**src/rtl/neuron_pkg.sv**
```systemverilog
// Shared types and widths for the spiking-neuron datapath: current width,
// weight record layout and synapse fan-in.
package neuron_pkg;
    localparam int CUR_W  = 4;
    localparam int CUR_MAX = 15;
    localparam int WT_W   = 4;
    localparam int NUM_IN = 4;
    localparam int SUM_W  = 8;

    typedef struct packed {
        logic            inh;
        logic [WT_W-1:0] mag;
    } weight_t;
endpackage

```
**src/rtl/spike_synapse_syn_sum.sv**
```systemverilog
// Combinational weighted spike sum: signed (excitatory - inhibitory) magnitude
// over all inputs that spiked this cycle.
module syn_sum
    import neuron_pkg::*;
(
    input  logic                    [NUM_IN-1:0] spk_in,
    input  weight_t                 [NUM_IN-1:0] weights,
    output logic signed [SUM_W-1:0]              net
);
    logic signed [SUM_W-1:0] contrib [NUM_IN];

    for (genvar i = 0; i < NUM_IN; i++) begin : g_lane
        logic signed [SUM_W-1:0] mag_s;
        assign mag_s      = SUM_W'(weights[i].mag);
        assign contrib[i] = !spk_in[i]      ? '0 :
                            weights[i].inh  ? -mag_s : mag_s;
    end

    always_comb begin
        net = '0;
        for (int i = 0; i < NUM_IN; i++)
            net = net + contrib[i];
    end
endmodule

```
**src/rtl/spike_synapse.sv**
```systemverilog
// Spike-to-current synapse: weighted spike sum into a halving, saturating
// current register, plus a windowed spike-rate counter.
module spike_synapse
    import neuron_pkg::*;
#(
    parameter int W_INIT   = 4,
    parameter int WIN_LOG2 = 4,
    parameter int RATE_W   = 6
) (
    input  logic              clk,
    input  logic              reset_n,
    input  logic              en,
    input  logic [NUM_IN-1:0] spk_in,
    input  logic              wt_valid,
    input  logic [1:0]        wt_addr,
    input  logic [4:0]        wt_data,
    output logic              wt_ready,
    output logic [CUR_W-1:0]  current,
    output logic [RATE_W-1:0] rate,
    output logic              rate_valid
);
    localparam int POP_W = $clog2(NUM_IN + 1);
    localparam logic [WIN_LOG2-1:0]   WIN_LAST  = '1;
    localparam logic [RATE_W-1:0]     RATE_MAX  = '1;
    localparam logic signed [SUM_W-1:0] CUR_MAX_S = SUM_W'(CUR_MAX);
    localparam weight_t W_RESET = '{inh: 1'b0, mag: WT_W'(W_INIT)};

    weight_t [NUM_IN-1:0]    weights;
    logic signed [SUM_W-1:0] net, half, acc_next;
    logic [CUR_W-1:0]        cur_clamped;
    logic [WIN_LOG2-1:0]     win_cnt;
    logic [RATE_W-1:0]       run, run_sat;
    logic [RATE_W:0]         run_sum;
    logic [POP_W-1:0]        pop;

    syn_sum u_sum (
        .spk_in  (spk_in),
        .weights (weights),
        .net     (net)
    );

    // Sum is at most 7 + 60, so 8-bit signed never wraps before the clamp.
    always_comb begin
        half     = SUM_W'(current >> 1);
        acc_next = half + net;
        if (acc_next < 0)
            cur_clamped = '0;
        else if (acc_next > CUR_MAX_S)
            cur_clamped = CUR_W'(CUR_MAX);
        else
            cur_clamped = acc_next[CUR_W-1:0];
    end

    always_comb begin
        pop = '0;
        for (int i = 0; i < NUM_IN; i++)
            pop = pop + POP_W'(spk_in[i]);
        run_sum = {1'b0, run} + (RATE_W+1)'(pop);
        run_sat = run_sum[RATE_W] ? RATE_MAX : run_sum[RATE_W-1:0];
    end

    always_ff @(posedge clk) begin
        if (!reset_n) begin
            wt_ready   <= 1'b0;
            weights    <= {NUM_IN{W_RESET}};
            current    <= '0;
            win_cnt    <= '0;
            run        <= '0;
            rate       <= '0;
            rate_valid <= 1'b0;
        end else begin
            wt_ready   <= 1'b1;
            rate_valid <= 1'b0;
            // The accumulator reads the pre-edge weights, so a same-cycle
            // write only affects spikes from the next edge on.
            if (wt_valid && wt_ready)
                weights[wt_addr] <= weight_t'(wt_data);
            if (en) begin
                current <= cur_clamped;
                win_cnt <= win_cnt + 1'b1;
                if (win_cnt == WIN_LAST) begin
                    rate       <= run_sat;
                    run        <= '0;
                    rate_valid <= 1'b1;
                end else begin
                    run <= run_sat;
                end
            end
        end
    end
endmodule

```
**config.mk**
```make
export PLATFORM = sky130hd
export DESIGN_NAME = spike_synapse
export DESIGN_NICKNAME = d
export VERILOG_FILES = /design/src/rtl/neuron_pkg.sv /design/src/rtl/spike_synapse_syn_sum.sv /design/src/rtl/spike_synapse.sv
export SDC_FILE = /design/constraint.sdc
export NUM_CORES = 1
export LEC_CHECK = 0
export BUFFER_PORTS_ARGS = -buffer_cell sky130_fd_sc_hd__buf_4
export CORE_MARGIN = 1
export CORE_UTILIZATION = 38
export CTS_CLUSTER_DIAMETER = 80
export DETAILED_ROUTE_END_ITERATION = 16
export GPL_TIMING_DRIVEN = 0
export PLACE_DENSITY = 0.57
export RECOVER_POWER = 25
export SYNTH_ARGS = -nofsm -noshare
export SYNTH_HDL_FRONTEND = slang
export SYNTH_SLANG_ARGS = --single-unit
```
**constraint.sdc**
```tcl
create_clock -name clk -period 4.1 [get_ports clk]
set_input_delay 0.41 -clock clk [delete_from_list [all_inputs] [get_ports clk]]
set_output_delay 0.41 -clock clk [all_outputs]
set_load 0.005 [all_outputs]
```
==> metrics.txt <==
Die Y 91.03 µm; failing checks setup timing; largest net degree at the start of global routing 13; core outline area 7687 µm²; Starting Density 39.18%; Critical Path Max Stage Delay 0.56 ns; post-layout min period 4.115 ns; clk slew on worst S/H paths 0.08 ns; number of top-level pins 27; area grow syn2layout 18.45%; Hold Vio Cnt, Final 0; fin worst setup slack -0.01455 ns; worst min path class in2reg; placed insts 462; RSZ-0062 raised after global routing yes; Syn Inst Count 336; port bufs 24; most frequent cells in the layout nand2_1 (39), dfxtp_1 (38), inv_1 (29); Post-DP HPWL 5205 µm; clock latency on the worst-skew pair 0.29 ns; clock tree buffer depth 2; residual DRC count 0; Fillers 788; status finished, violations left; CTS sink count 42; CTS buffer count 5; fin. max-slew vios 0; Max-Cap Viols 0; syn_nets 391; crit-path most repeated cell fa_1; vias in the first global route 2,262; min-delay src reset_n; crit-path cells inv_2 -> ha_4 -> or2b_1 -> xnor2_1 -> and2_4 -> fa_1 -> fa_1 -> fa_1 -> inv_2 -> fa_2 -> nand2b_4 -> a21oi_4 -> mux2i_4 -> nor3b_1 -> o31ai_1; ANT cells 0; first-iteration detailed-routing DRC count 67; highest routed layer met4; router iterations before antenna repair 4; WP depth 15; Syn Area/Cell 8.963 µm²; Reg area 845.8 µm²; M1 wire length 3241 µm; die width 91.03 µm; WHS Endpoint wt_ready; CP bufs+invs 2; Vias/cell 4.852; worst reg2reg path depth 15; achievable frequency 243.0 MHz; register area share after synthesis 27.92%; endpoint class of the critical path flip-flop; commonest non-fill, non-tap cell in the layout nand2_1; Root Driver clkbuf_8; Critical Path Fanout Max 4; family with the most delay on the worst path adder cells; critical path required time 4.31 ns; Leakage Power 1.527 nW; critical path type reg2reg; Final ANT Viol Nets 0; CTS tree done; Vias 2,324; layout cells sized above 1 17.24%; worst path arrival time 4.32 ns; slowest CP cell fa_1; Syn. warnings 0; Met3 Wirelength 212 µm; Crit Reg-Reg Endpoint current[2]; PD cells 291.2 nW/µm²; FP Rows 32; area of the multi-input gates 2108 µm²; mapped cell area 3012 µm²; Netlist cell types 35; Worst Hold Depth 1; H-tree Lvls 2; nets 431; GR Overflow Total 0; Max VDD drop 0.1736 mV; post-route insts no fill 479; fin crit share 100.4%; GP Congestion 0.7688; first-pass GRT wire length 10,830 µm; total wire length 6584 µm; Seq cells post-synth 42; CP Launch Type flip-flop; routed length per instance 13.75 µm; Final setup viols 1; Die Footprint 8286 µm²; Total GRT Usage 16.68%; CTS Hold Bufs 0; TNS Setup -0.01455 ns; Worst Max-Slew Pin Slew 0.5546 ns; DR WL met2 3041 µm; R2R setup slack -0.01 ns; initial antenna violation count 0; Rel. slew slack 62.82%; clock skew 0.004731 ns; worst r2r src weights[16]
## flip-flops by register name, indices dropped and copies added, names as in the netlist
| name | count |
|---|---|
| current | 4 |
| rate | 6 |
| rate_valid | 1 |
| run | 6 |
| weights | 20 |
| win_cnt | 4 |
| wt_ready | 1 |
## synth_stat cells, drive strengths merged
cell	number	area share [%]
nand2	39	4.9
nand2b	3	0.62
nand3b	4	1.2
o211a	2	0.66
and4	1	0.29
ha	22	9.1
xor2	5	1.5
and2	17	3.5
a21oi	6	1.0
o21a	2	0.50
fa	18	12
mux2i	19	6.3
o21ai	11	1.8
nand3	15	2.5
nor2b	17	3.5
xnor2	11	3.7
clkbuf	7	0.87
buf	1	0.12
a21boi	10	2.5
inv	32	4.0
nor3b	1	0.25
o31ai	4	1.0
a32oi	1	0.29
or2b	4	1.0
dfxtp	42	28
o2bb2ai	3	0.87
a31oi	3	0.62
xnor3	1	0.79
nor3	8	1.5
nor2	11	1.4
a21o	11	2.7
nand4	5	1.0
## cell type report
| type | count | share of cell area [%] |
|---|---|---|
| clock buffer | 7 | 2.420 |
| tap | 102 | 3.578 |
| clock inverter | 1 | 0.1403 |
| timing repair buffer | 33 | 6.840 |
| multi-input combinational | 254 | 59.10 |
| inverter | 32 | 3.367 |
| sequential | 42 | 23.71 |
| buffer | 8 | 0.8418 |
## routing by layer
metal	vias up	track usage (%)
met1	1080	22.74
met4	0	4.762
met5	-	0
li1	1206	-
met3	9	2.429
met2	29	27.40
## cells by family after synthesis
kind of cell / synth area share (%)
buffers and inverters: 4.986
AND/OR/NAND/NOR: 21.73
multiplexers: 6.315
adder cells (fa/ha/maj): 21.11
flip-flops: 27.92
AO/OA/AOI/OAI: 12.01
XOR/XNOR: 5.941
## where the power goes
| group | total (mW) | switching, mW | leakage, nW | internal [mW] |
|---|---|---|---|---|
| clock network | 0.274 | 0.138 | 0.0482 | 0.136 |
| logic | 0.313 | 0.163 | 1.14 | 0.150 |
| registers | 0.451 | 0.0222 | 0.343 | 0.429 |
## per-stage QoR
| step | util (%) | instance area, µm² | hold slack, ns | total power [mW] | setup WS (ns) |
|---|---|---|---|---|---|
| 2_1_floorplan | - | 3015 | 0.4377 | 0.6392 | 0.01537 |
| 3_3_place_gp | 43.23 | 3323 | 0.4543 | 0.7185 | -0.3152 |
| 3_5_place_dp | 43.23 | 3323 | 0.4469 | 0.7225 | -0.3653 |
| 4_1_cts | 45.64 | 3508 | 0.2399 | 1.024 | 0.01561 |
| 5_1_grt | 46.40 | 3567 | 0.2892 | 1.104 | -0.1805 |
| 6_report | 46.40 | 3567 | 0.2946 | 1.039 | -0.01455 |
## what timing repair did
| item | CTS | global route |
|---|---|---|
| gates cloned | 0 | 0 |
| buffers inserted | 6 | 3 |
| endpoints found under the setup margin | 4 | 4 |
| resized for setup | 13 | 10 |
| pin swaps | 13 | 18 |
## worst max path at each step
stage                 from          to
6_report       weights[16]  current[2]
3_3_place_gp   weights[15]  current[2]
3_5_place_dp   weights[15]  current[2]
4_1_cts        weights[16]  current[3]
2_1_floorplan  weights[15]  current[2]
5_1_grt        weights[16]  current[1]
Power figures use the tool's default switching activity.
